### src/rtl/seg7_pkg.sv
// Shared constants and helpers for the multiplexed 7-segment scanner:
// blank pattern, hex-to-gfedcba table and counter width helper.
package seg7_pkg;

  localparam logic [6:0] SEG_OFF = 7'h7F;

  // Width for a counter that must hold 0..n-1; never narrower than one bit.
  function automatic int cnt_w(input int n);
    return (n <= 2) ? 1 : $clog2(n);
  endfunction

  // Active-low gfedcba patterns for common-anode digits.
  function automatic logic [6:0] hex_to_seg(input logic [3:0] nib);
    logic [6:0] s;
    case (nib)
      4'h0:    s = 7'h40;
      4'h1:    s = 7'h79;
      4'h2:    s = 7'h24;
      4'h3:    s = 7'h30;
      4'h4:    s = 7'h19;
      4'h5:    s = 7'h12;
      4'h6:    s = 7'h02;
      4'h7:    s = 7'h78;
      4'h8:    s = 7'h00;
      4'h9:    s = 7'h10;
      4'hA:    s = 7'h08;
      4'hB:    s = 7'h03;
      4'hC:    s = 7'h46;
      4'hD:    s = 7'h21;
      4'hE:    s = 7'h06;
      default: s = 7'h0E;
    endcase
    return s;
  endfunction

endpackage

### src/rtl/seg7_hex_decode.sv
// Combinational hex nibble to active-low gfedcba segment decoder.
import seg7_pkg::*;

module seg7_hex_decode (
  input  logic [3:0] nib,
  output logic [6:0] seg
);

  always_comb begin
    seg = hex_to_seg(nib);
  end

endmodule

### src/rtl/seg7_scan_ctrl.sv
// Multiplexed N-digit common-anode 7-segment scanner with dead time, PWM brightness,
// per-digit blank/blink/dp masks, leading-zero blanking and double-buffered data.
import seg7_pkg::*;

module seg7_scan_ctrl #(
  parameter int N_DIG        = 4,
  parameter int DIV          = 50000,
  parameter int DEAD         = 16,
  parameter int BLINK_FRAMES = 32
) (
  input  logic               clk,
  input  logic               rst_n,
  input  logic               ce,
  input  logic               load,
  input  logic [4*N_DIG-1:0] dat,
  input  logic [N_DIG-1:0]   dp_mask,
  input  logic [N_DIG-1:0]   blank_mask,
  input  logic [N_DIG-1:0]   blink_mask,
  input  logic               lz_en,
  input  logic [3:0]         bright,
  output logic [N_DIG-1:0]   an,
  output logic [6:0]         seg,
  output logic               dp,
  output logic               frame_tick
);

  localparam int SW     = cnt_w(DIV);
  localparam int DW     = cnt_w(N_DIG);
  localparam int FW     = cnt_w(BLINK_FRAMES);
  localparam int ON_LEN = (DIV - DEAD) / 16;

  localparam logic [SW-1:0] SLOT_LAST  = SW'(DIV - 1);
  localparam logic [DW-1:0] DIG_LAST   = DW'(N_DIG - 1);
  localparam logic [FW-1:0] FRAME_LAST = FW'(BLINK_FRAMES - 1);

  logic [SW-1:0] slot_cnt_reg, slot_cnt_next;
  logic [DW-1:0] dig_idx_reg, dig_idx_next;
  logic [FW-1:0] frame_cnt_reg, frame_cnt_next;
  logic          blink_ph_reg, blink_ph_next;

  logic [4*N_DIG-1:0] dat_sh_reg;
  logic [N_DIG-1:0]   dp_sh_reg, blank_sh_reg, blink_sh_reg;

  logic [N_DIG-1:0] an_reg;
  logic [6:0]       seg_reg;
  logic             dp_reg;
  logic             frame_tick_reg;

  logic slot_wrap, dig_wrap, frame_wrap;

  assign slot_wrap  = (slot_cnt_reg == SLOT_LAST);
  assign dig_wrap   = slot_wrap && (dig_idx_reg == DIG_LAST);
  assign frame_wrap = dig_wrap && (frame_cnt_reg == FRAME_LAST);

  always_comb begin
    slot_cnt_next  = slot_cnt_reg;
    dig_idx_next   = dig_idx_reg;
    frame_cnt_next = frame_cnt_reg;
    blink_ph_next  = blink_ph_reg;
    if (ce) begin
      slot_cnt_next = slot_wrap ? '0 : slot_cnt_reg + 1'b1;
      if (slot_wrap) begin
        dig_idx_next = (dig_idx_reg == DIG_LAST) ? '0 : dig_idx_reg + 1'b1;
      end
      if (dig_wrap) begin
        frame_cnt_next = frame_wrap ? '0 : frame_cnt_reg + 1'b1;
      end
      if (frame_wrap) begin
        blink_ph_next = ~blink_ph_reg;
      end
    end
  end

  always_ff @(posedge clk or negedge rst_n) begin
    if (!rst_n) begin
      slot_cnt_reg  <= '0;
      dig_idx_reg   <= '0;
      frame_cnt_reg <= '0;
      blink_ph_reg  <= 1'b0;
    end else begin
      slot_cnt_reg  <= slot_cnt_next;
      dig_idx_reg   <= dig_idx_next;
      frame_cnt_reg <= frame_cnt_next;
      blink_ph_reg  <= blink_ph_next;
    end
  end

  // Shadow copy is independent of ce so the datapath can update a frozen display.
  always_ff @(posedge clk or negedge rst_n) begin
    if (!rst_n) begin
      dat_sh_reg   <= '0;
      dp_sh_reg    <= '0;
      blank_sh_reg <= '0;
      blink_sh_reg <= '0;
    end else if (load) begin
      dat_sh_reg   <= dat;
      dp_sh_reg    <= dp_mask;
      blank_sh_reg <= blank_mask;
      blink_sh_reg <= blink_mask;
    end
  end

  // hi_zero[i]: nibble i and every nibble above it are zero.
  logic [N_DIG-1:1] hi_zero;

  always_comb begin
    hi_zero = '0;
    hi_zero[N_DIG-1] = (dat_sh_reg[4*N_DIG-1 -: 4] == 4'h0);
    for (int i = N_DIG - 2; i >= 1; i--) begin
      hi_zero[i] = hi_zero[i+1] && (dat_sh_reg[4*i +: 4] == 4'h0);
    end
  end

  logic [N_DIG-1:0] dark;
  logic [N_DIG-1:0] an_lit;

  for (genvar gi = 0; gi < N_DIG; gi++) begin : g_dig
    logic lz_dark;
    if (gi == 0) begin : g_units
      assign lz_dark = 1'b0;
    end else begin : g_upper
      assign lz_dark = lz_en && hi_zero[gi];
    end
    assign dark[gi]   = blank_sh_reg[gi] || (blink_sh_reg[gi] && blink_ph_reg) || lz_dark;
    assign an_lit[gi] = (dig_idx_reg != DW'(gi));
  end

  logic [3:0] cur_nib;
  logic       cur_dark;
  logic       cur_dp;
  logic [6:0] cur_seg;

  always_comb begin
    cur_nib  = 4'h0;
    cur_dark = 1'b1;
    cur_dp   = 1'b0;
    for (int i = 0; i < N_DIG; i++) begin
      if (dig_idx_reg == DW'(i)) begin
        cur_nib  = dat_sh_reg[4*i +: 4];
        cur_dark = dark[i];
        cur_dp   = dp_sh_reg[i];
      end
    end
  end

  seg7_hex_decode u_dec (
    .nib (cur_nib),
    .seg (cur_seg)
  );

  // Lit window opens after the dead gap and grows by ON_LEN per brightness step.
  logic [31:0] slot_ext, win_end;
  logic        in_win, lit;

  assign slot_ext = 32'(slot_cnt_reg);
  assign win_end  = 32'(DEAD) + 32'(ON_LEN) * (32'(bright) + 32'd1);
  assign in_win   = (slot_ext >= 32'(DEAD)) && (slot_ext < win_end);
  assign lit      = in_win && !cur_dark;

  always_ff @(posedge clk or negedge rst_n) begin
    if (!rst_n) begin
      an_reg         <= '1;
      seg_reg        <= SEG_OFF;
      dp_reg         <= 1'b1;
      frame_tick_reg <= 1'b0;
    end else begin
      frame_tick_reg <= ce && dig_wrap;
      if (ce) begin
        if (lit) begin
          an_reg  <= an_lit;
          seg_reg <= cur_seg;
          dp_reg  <= ~cur_dp;
        end else begin
          an_reg  <= '1;
          seg_reg <= SEG_OFF;
          dp_reg  <= 1'b1;
        end
      end
    end
  end

  assign an         = an_reg;
  assign seg        = seg_reg;
  assign dp         = dp_reg;
  assign frame_tick = frame_tick_reg;

endmodule
### config.mk
export PLATFORM = sky130hd
export DESIGN_NAME = seg7_scan_ctrl
export DESIGN_NICKNAME = d
export VERILOG_FILES = /design/src/rtl/seg7_pkg.sv /design/src/rtl/seg7_hex_decode.sv /design/src/rtl/seg7_scan_ctrl.sv
export SDC_FILE = /design/constraint.sdc
export NUM_CORES = 1
export LEC_CHECK = 0
export ABC_CLOCK_PERIOD_IN_PS = 3700
export CAP_MARGIN = 40
export CORE_MARGIN = 4
export CORE_UTILIZATION = 55
export DETAILED_ROUTE_END_ITERATION = 7
export GPL_ROUTABILITY_DRIVEN = 0
export PLACE_DENSITY = 0.77
export SLEW_MARGIN = 25
export SYNTH_ARGS = -nofsm -noshare
export SYNTH_HDL_FRONTEND = slang
export SYNTH_SLANG_ARGS = --single-unit
### constraint.sdc
create_clock -name clk -period 3.7 [get_ports clk]
set_clock_uncertainty 0.05 [all_clocks]
set_input_delay 0.925 -clock clk [delete_from_list [all_inputs] [get_ports clk]]
set_output_delay 0.925 -clock clk [all_outputs]
set_load 0.01 [all_outputs]
Word-level counts from Yosys, hierarchy flattened
Memories as Yosys holds them, arrays and structs flattened.
Index checks and enable logic that the tools add are counted.
{ "word_totals": {"regBits": 65, "romBits": 112, "memories": 1} }
{ "classes": {"add_sub_neg": 5, "mul": 1, "order_cmp": 2, "eq_ne": 8, "n_mux": 18, "n_bitwise": 2, "reduce_logical": 30} }
{ "mem_list": {"columns": ["memory", "depth", "width", "read_ports", "rd_clocked_by_memory_dff", "write_ports", "line", "text"], "rows": [
  ["(no name shown)", 16, 7, 1, 0, 0, "seg7_pkg.sv:15", "case (nib)"]
]} }
{ "op_table": {"columns": ["op", "n"], "rows": [
  ["two-way mux 4 bit", 5],
  ["adder 5 x 17 -> 18 bit (first input constant)", 1],
  ["less-than comparator 16 x 18 -> 1 bit", 1],
  ["adder 16 x 1 -> 16 bit (second input constant)", 1],
  ["== test 16 bit (second input constant)", 1],
  ["greater-or-equal comparator 16 x 5 -> 1 bit (second input constant)", 1],
  ["two-way mux 16 bit", 1],
  ["multiplier 10 x 5 -> 15 bit (first input constant)", 1],
  ["logical AND 1 bit", 14],
  ["zero test 4 bit", 3],
  ["two-way mux 1 bit", 9],
  ["logical OR 1 bit", 7],
  ["two-way mux 7 bit", 1],
  ["AND reduction 2 bit", 3],
  ["adder 4 x 1 -> 5 bit (second input constant)", 1],
  ["adder 5 x 1 -> 5 bit (second input constant)", 1],
  ["== test 5 bit (second input constant)", 1],
  ["two-way mux 5 bit", 1],
  ["== test 2 bit (second input constant)", 2],
  ["!= test 2 bit (second input constant)", 2],
  ["adder 2 x 1 -> 2 bit (second input constant)", 1],
  ["== test 2 x 1 -> 1 bit (second input constant)", 1],
  ["zero test 2 bit", 1],
  ["two-way mux 2 bit", 1],
  ["4 further kinds", 5]
]} }

Depth between registers and ports, before layout
Gate-level depths: netlist of the first run.
{ "logic_depth": {"depth_word": 11, "depth_mapped": 22, "depth_no_buf": 21} }

Cells and area by module
A second synthesis of the first run with hierarchy kept.
{ "unflattened": {"hier_cells": 484, "area_unflattened_um2": 4573.1} }
{ "modules_own_cells": {"columns": ["module", "instances", "cells_each", "area_per_inst_um2", "seq_area_each_um2"], "rows": [
  ["seg7_scan_ctrl", 1, 449, 4301.6, 1641.6],
  ["seg7_hex_decode", 1, 35, 271.5, 0.0]
]} }

Worst setup path before layout of the first run
OpenSTA, ideal clock, no wires.
{ "synth_timing": {"path_type": "input to register", "from": "input bright[0]", "to": "register seg_reg[0], in the netlist seg[0]", "setup_time_ps": 96, "t_arrival_ps": 5150, "t_required_ps": 3554, "setup_slack_ps": -1596, "stages": 21, "n_path_buf": 1, "cell_sequence": "ha_1 xor2_1 ha_1 ha_1 ha_1 inv_1 fa_1 nand2b_1 a2111oi_2 nand2b_1 xor2_1 xor2_1 ha_1 a21o_1 a21oi_1 o211ai_1 o211ai_1 a21oi_1 buf_2 o32ai_1 a31oi_1"} }
{ "synth_between": {"elab_chain_len": 7} }
{ "synth_lines": {"columns": ["element", "line", "text"], "rows": [
  ["from (decl)", "seg7_scan_ctrl.sv:20", "input logic [3:0] bright,"],
  ["adder 4 x 1 -> 5 bit", "seg7_scan_ctrl.sv:156", "assign win_end = 32'(DEAD) + 32'(ON_LEN) * (32'(bright) + 32'd1);"],
  ["multiplier 10 x 5 -> 15 bit", "seg7_scan_ctrl.sv:156", null],
  ["adder 5 x 17 -> 18 bit", "seg7_scan_ctrl.sv:156", null],
  ["less-than comparator 16 x 18 -> 1 bit", "seg7_scan_ctrl.sv:157", "assign in_win = (slot_ext >= 32'(DEAD)) && (slot_ext < win_end);"],
  ["logical AND 1 bit", "seg7_scan_ctrl.sv:157", null],
  ["logical AND 1 bit", "seg7_scan_ctrl.sv:158", "assign lit = in_win && !cur_dark;"],
  ["two-way mux 7 bit", "seg7_scan_ctrl.sv:169", "if (lit) begin"],
  ["to (signal assigned)", "seg7_scan_ctrl.sv:171", "seg_reg <= cur_seg;"],
  ["to (decl)", "seg7_scan_ctrl.sv:45", "logic [6:0] seg_reg;"]
]} }
No other way between the ends.
A chain may end at the register's enable or synchronous reset.

Worst setup path in the final report of the first run
{ "layout_timing": {"from": "input bright[0]", "to": "register seg_reg[3], in the netlist seg[3]"} }
The elaborated chain is that of the path after synthesis.

==> impl_summary.txt, run 1 <==
----------------------------------------------------
[Outcome]
  Run status ... complete, but fails checks
  Failing checks ... setup timing

[Detailed routing]
  Via-per-instance ratio ... 5.91
  First-pass iteration count of the detailed router ... 5
  Total via count in the routed design ... 4071
  Starting DRC count in detailed routing ... 155
  DR DRC count ... 0
  Total wirelength of the detailed-routed design ... 12500 um
  Wire length per cell ... 18.2 um
  Number of nets with antenna violations after routing ... 0

[GRT]
  Final global-route overflow total ... 0
  Number of antenna violations at the first check in global routing ... 0
  Total track usage ... 23.9%
  First-pass GRT wire length ... 19300 um
  Vias in the first global route ... 4129
  Pin count of the biggest net entering global routing ... 32

[Cells and area]
  Top library cells by usage in the layout, fill and taps aside ... buf_4 (66), dfrtp_1 (53), ha_1 (45)
  Final core occ ... 77.7%
  Layout-stage area growth over the synthesis result ... 36.9%
  Number of nets at the end of the flow ... 674
  Number of antenna diodes ... 0
  Finished Cell Area ... 6390 sq um
  Layout cell share with drive strength beyond 1 ... 33.2%
  Most common cell after layout, fill and taps aside ... buf_4

[Power and ir drop]
  Maximum vdd drop ... 0.364 mV
  Leak Pwr ... 2.84 nW
  Power density relative to cell area ... 422 nW/um^2

[Clock network]
  TritonCTS buffer count ... 9
  TritonCTS clock tree ... built
  Clock insertion delay at the later pin of the skew report ... 330 ps
  Clock root buffer ... clkbuf_8
  Clock transition at the registers of the reported paths ... 80 ps
  Number of sinks driven by the clock tree ... 65
  Number of H-tree branching levels ... 3
  Largest buffer count on any clock path ... 2

[Timing]
  Slew @ Worst Pin ... 586 ps
  Highest clock rate ... 0.194 GHz
  Count of endpoints failing hold in the final timing report ... 0
  Relative slew slack ... 60.9%
  Final-report max-slew violation count ... 0
  Share of the cycle needed by the critical path after routing ... 139%
  Crit path time final ... 5150 ps
  RSZ-0062 raised after global routing ... true
  Post-route worst hold slack ... 450 ps
  Final worst-path setup slack ... -1450 ps
  Count of final setup violators ... 12

[Worst setup path]
  Max stage delay on crit path ... 350 ps
  Kind of end point of the critical path ... register
  CP max FO ... 6
  Cells along the critical path ... buf_8 > ha_4 > nand3_2 > inv_2 > ha_1 > ha_4 > ha_1 > ha_1 > buf_4 > a21oi_1 > o21ai_0 > a21oi_1 > xor2_1 > xnor2_1 > ha_1 > a21oi_2 > o211ai_1 > o211ai_1 > a21oi_2 > buf_4 > clkbuf_16 > o32ai_2 > a31oi_1
  Worst setup path category ... in2reg
  Required @ worst endpoint ... 3900 ps
  Signal arrival time at the worst endpoint ... 5350 ps
  Cell mode on critical path ... ha_1
  Nature of the critical path startpoint ... primary input
  Critical-path top delay cell ... ha_1

[Logic synthesis]
  Post-synth ARST share ... 100%
  Post-synthesis instance area ... 4660 sq um
  Number of cells produced by synthesis ... 466
  Syn_area_per_cell ... 10.0 sq um
  Post-synthesis sequential area ratio ... 35.2%
  Number of enable flip-flop cells after synthesis ... 0
  Number of warnings printed during yosys synthesis ... 0
  FF+latch count, synth ... 65
  Top FF cell, synth ... dfrtp_1
  Post-synth net total ... 561
  Count of different cell masters after synthesis ... 64

[Place]
  Half-perimeter wire length of the detailed placement result ... 8330 um
  Count of buffers from port buffering ... 49
  Post-placement setup slack ... -2240 ps
  Placed inst area ... 5820 sq um

[Job]
  Max-capacitance violation count ... 0

[Worst hold path]
  Path type of the worst min-delay path ... reg2reg

[Floorplan]
  Core area ... 8220 sq um
  Effective utilization at floorplan ... 56.8%
  Die height ... 100 um
  Horiz. Die Dim ... 100 um
  Area of the die ... 10000 sq um
  Std cell rows ... 33
  Number of placed I/O pins ... 50

----------------------------------------------------
==> cell families (layout without fill, tap and decap cells) <==
kind of cell,count (synthesis),after routing,share of synthesized area [%]
simple gates,128,128,14.4
compound gates,96,96,14.3
mux,32,32,7.86
fa+ha+maj,58,58,15.7
buf+inv,46,164,4.29
xor+xnor,41,41,8.26
flops,65,65,35.2
==> routing by layer <==
metal | vias up | track usage [%] | share of wire (%)
met1 | 1991 | 28.9 | 41
met4 | 0 | 7.25 | 2.9
li1 | 1910 | - | -
met5 | - | 0 | 0
met3 | 34 | 4.93 | 5.3
met2 | 136 | 42.8 | 51
==> Yosys cell counts, types with 4 or more instances <==
library cell / n / share of area, %
buf_2: 6 / 0.64
nand2_1: 30 / 2.4
nand2b_1: 7 / 0.94
o21ai_0: 15 / 1.6
a31oi_1: 13 / 1.7
a21oi_1: 23 / 2.5
nor2_1: 36 / 2.9
nand3_1: 11 / 1.2
dfstp_2: 12 / 6.8
buf_4: 5 / 0.81
o32ai_1: 13 / 2.4
ha_1: 57 / 15
xor2_1: 22 / 4.1
and3_1: 6 / 0.81
a22oi_1: 4 / 0.64
mux2_2: 27 / 6.5
inv_1: 28 / 2.3
dfrtp_1: 53 / 28
nor3_1: 6 / 0.64
mux2i_1: 4 / 0.86
xnor2_1: 17 / 3.2
nand4_1: 9 / 1.2
or4_1: 4 / 0.64
==> cell type report <==
type	instances	area, sq um
clock buffers	11	131
fillers	529	1830
inverters	29	110
repair buffers	119	1050
multi-input cells	355	3240
flip-flops and latches	65	1640
well taps	105	131
clock inverters	5	80.1
==> repair_timing <==
| action | CTS | global route |
|---|---|---|
| cloned | 1 | 0 |
| setup endpoints to repair | 12 | 12 |
| pin swaps | 27 | 34 |
| buffers inserted | 5 | 6 |
| resized for setup | 40 | 24 |
| hold buffers | 0 | 0 |
==> power breakdown <==
part / total, mW / switching [mW] / internal, mW
Sequential: 0.911 / 0.0903 / 0.821
Combinational: 1.13 / 0.541 / 0.590
Clock: 0.650 / 0.271 / 0.379
Total: 2.69 / 0.902 / 1.79
==> critical path: cells and delay by family <==
family          cells  cell delay (ps)
simple gates        1               90
fa+ha+maj           6             1590
xor+xnor            2              380
buf+inv             5              620
compound gates      9             1720
==> metrics by stage <==
| stage | TNS [ps] | power (mW) | instances |
|---|---|---|---|
| global placement | -23480 | 1.84 | 661 |
| global route | -19100 | 2.85 | 689 |
| floorplan | -14920 | 1.48 | 466 |
| detailed placement | -26410 | 1.88 | 662 |
| CTS | -15030 | 2.59 | 684 |
| finish | -16430 | 2.69 | 689 |
==> final timing paths <==
path / startpoint / endpoint / slack, ps / depth (start not counted)
max: bright[0] / seg[3] / -1450 / 23
min: frame_cnt_reg[4] / frame_cnt_reg[4] / 450 / 2
max reg2reg: dig_idx_reg[1] / seg[3] / 580 / 10
min reg2reg: frame_cnt_reg[4] / frame_cnt_reg[4] / 450 / 2
max in group asynchronous: rst_n / seg[5] / 2340 / 3
min in group asynchronous: rst_n / blink_sh_reg[1] / 470 / 1
(Power assumes the default switching activity.)
==> run 2, diff against run 1 <==
--- a/config.mk
+++ b/config.mk
@@ -11,8 +11,10 @@
 export CORE_UTILIZATION = 55
 export DETAILED_ROUTE_END_ITERATION = 7
 export GPL_ROUTABILITY_DRIVEN = 0
+export MAX_ROUTING_LAYER = met4
 export PLACE_DENSITY = 0.77
 export SLEW_MARGIN = 25
 export SYNTH_ARGS = -nofsm -noshare
 export SYNTH_HDL_FRONTEND = slang
 export SYNTH_SLANG_ARGS = --single-unit
+export TNS_END_PERCENT = 20
==> constraint.sdc (replaced) <==
create_clock -name clk -period 3.7 [get_ports clk]
set_clock_uncertainty 0.05 [all_clocks]
set_input_delay 0.555 -clock clk [delete_from_list [all_inputs] [get_ports clk]]
set_output_delay 0.555 -clock clk [all_outputs]
set_load 0.01 [all_outputs]
==> run 2 against run 1 <==
  * The flow still finishes with violations (setup timing)
  * Cell area is 1.3% lower
  * Sequential power is 0.5% lower
  * Non-clock buffer count is 5 lower
  * Via count is 2.7% lower
  * Maximum frequency is 13% higher
==> impl_summary.txt, run 2 (synthesis gave the netlist of run 1 again) <==
----------------------------------------------------
[Outcome]
  Run status ... complete, but fails checks
  Failing checks ... setup timing

[Detailed routing]
  Wire length per cell ... 17.4 um (-4.2%)
  Starting DRC count in detailed routing ... 117 (-25%)
  Number of nets with antenna violations after routing ... 0 (unchanged)
  Via-per-instance ratio ... 5.79 (-2.0%)
  First-pass iteration count of the detailed router ... 4 (-1)
  Total wirelength of the detailed-routed design ... 11900 um (-4.9%)
  Total via count in the routed design ... 3960 (-2.7%)
  DR DRC count ... 0 (unchanged)

[Cells and area]
  Most common cell after layout, fill and taps aside ... buf_4
  Register Area ... 1640 sq um (unchanged)
  Total area of multi-input combinational cells ... 3190 sq um (-1.4%)
  Filler Cell Count ... 501 (-5.3%)
  Layout-stage area growth over the synthesis result ... 35.2%
  Top library cells by usage in the layout, fill and taps aside ... buf_4 (63), dfrtp_1 (53), ha_1 (46)
  Number of nets at the end of the flow ... 669 (-0.74%)
  Layout cell share with drive strength beyond 1 ... 32.3% (-0.92 points)
  Number of antenna diodes ... 0 (unchanged)

[Timing]
  Highest clock rate ... 0.220 GHz (+13%)
  Relative slew slack ... 59.9% (-1.0 points)
  Final-report max-slew violation count ... 0 (unchanged)
  Count of final setup violators ... 12 (unchanged)
  Share of the cycle needed by the critical path after routing ... 123% (-16 points)
  Crit path time final ... 4560 ps (-594 ps)
  RSZ-0062 raised after global routing ... true
  Final worst-path setup slack ... -855 ps (+594 ps)
  Setup_tns ... -9880 ps (+6550 ps)
  Count of endpoints failing hold in the final timing report ... 0 (unchanged)
  Slew @ Worst Pin ... 602 ps (+15.7 ps)
  Post-route worst hold slack ... 16.5 ps (-433 ps)

[Place]
  Count of buffers from port buffering ... 49 (unchanged)
  Half-perimeter wire length of the detailed placement result ... 8510 um (+2.2%)

[Power and ir drop]
  Post-layout power ... 2.66 mW (-1.3%)
  Leak Pwr ... 2.82 nW (-0.64%)
  Maximum vdd drop ... 0.371 mV (+2.1%)
  Power density relative to cell area ... 422 nW/um^2 (about the same)

[Worst setup path]
  Kind of end point of the critical path ... register
  CP bufs+invs ... 4 (-1)
  Cells along the critical path ... buf_4 > buf_6 > xor2_4 > ha_4 > ha_4 > ha_4 > inv_2 > fa_2 > nand2b_4 > a2111oi_4 > nand2b_4 > xor2_2 > xor2_1 > ha_1 > a21o_1 > a21oi_2 > o211ai_1 > o211ai_1 > a21oi_2 > buf_6 > o32ai_2 > a31oi_1
  Critical path's top delay family ... compound AO/OA/AOI/OAI gates
  Worst setup path category ... in2reg
  CP max FO ... 8 (+2)
  Required @ worst endpoint ... 3920 ps (+20 ps)
  Nature of the critical path startpoint ... primary input
  Max stage delay on crit path ... 380 ps (+30 ps)
  Cell mode on critical path ... ha_4
  Signal arrival time at the worst endpoint ... 4780 ps (-570 ps)
  Critical-path top delay cell ... a2111oi_4

[Clock network]
  Clock transition at the registers of the reported paths ... 70 ps (about the same)
  Number of H-tree branching levels ... 3 (unchanged)
  Clock insertion delay at the later pin of the skew report ... 350 ps (+20 ps)
  Clock root buffer ... clkbuf_8
  Largest buffer count on any clock path ... 2 (unchanged)
  Number of sinks driven by the clock tree ... 65 (unchanged)
  TritonCTS clock tree ... built
  TritonCTS buffer count ... 9 (unchanged)

[Floorplan]
  Horiz. Die Dim ... 100 um (unchanged)
  Area of the die ... 10000 sq um (unchanged)
  Die height ... 100 um (unchanged)
  Core area ... 8220 sq um (unchanged)
  Effective utilization at floorplan ... 56.8% (unchanged)
  Number of placed I/O pins ... 50 (unchanged)
  Std cell rows ... 33 (unchanged)

[GRT]
  Pin count of the biggest net entering global routing ... 32 (unchanged)
  Total track usage ... 24.9% (+0.93 points)
  Vias in the first global route ... 4144 (+0.36%)
  Number of antenna violations at the first check in global routing ... 0 (unchanged)
  First-pass GRT wire length ... 19300 um (+0.11%)
  Final global-route overflow total ... 0 (unchanged)

[Job]
  Max-capacitance violation count ... 0 (unchanged)

[Worst hold path]
  Path type of the worst min-delay path ... in2async

----------------------------------------------------
[run 2: cell count changes in the layout (fill, tap and decap cells not counted), moves of 2 or more]
cell	change
buf_4	-3
buf_12	+2
buf_8	-2
clkinvlp_4	-2
[run 2: metrics by stage]
step	cells	setup WS, ps	cell area [sq um]	util, %
after global placement	662	-1590	5790	70.5
after floorplan	466	-908	4820	-
after global routing	684	-1070	6300	76.7
after detailed placement	663	-1760	5810	70.7
after CTS	683	-802	6210	75.6
final	684	-855	6300	76.7
[run 2: final timing paths]
kind / to / slack, ps / cells after the start / startpoint
max: an[2] / -860 / 22 / bright[2]
min: dat_sh_reg[7] / 20 / 1 / rst_n
max reg2reg: seg[3] / 510 / 11 / dig_idx_reg[1]
min reg2reg: frame_cnt_reg[4] / 450 / 2 / frame_cnt_reg[4]
max in group asynchronous: an[3] / 2920 / 2 / rst_n
min in group clk: frame_cnt_reg[4] / 450 / 2 / frame_cnt_reg[4]
[run 2: final cells by class]
class                      count  area share, %
clock buffer                  11           2.24
clock inverter                 5           1.25
inverter                      29           1.79
multi-input combinational    355           50.6
sequential                    65           26.0
tap                          105           2.08
timing repair buffer         114           16.0
[run 2: repair_timing]
item | 4_1_cts | 5_1_grt
pin swaps | 25 | 13
resized for setup | 45 | 13
buffers inserted | 4 | 1
hold buffers | 0 | 0
setup endpoints to repair | 12 | 12
[run 2: report_power, final]
part	total, mW	internal, mW	switching [mW]
registers	0.906	0.820	0.0855
clock network	0.681	0.397	0.284
logic	1.07	0.568	0.503
total	2.66	1.78	0.873
[run 2: layer usage]
| metal | up-vias | track usage, % | part of all wire (%) |
|---|---|---|---|
| met5 | - | - | 0 |
| met4 | 0 | 5.91 | 1.4 |
| met3 | 16 | 5.91 | 4.5 |
| met2 | 101 | 44.4 | 53 |
| met1 | 1942 | 28.2 | 41 |
| li1 | 1901 | - | - |
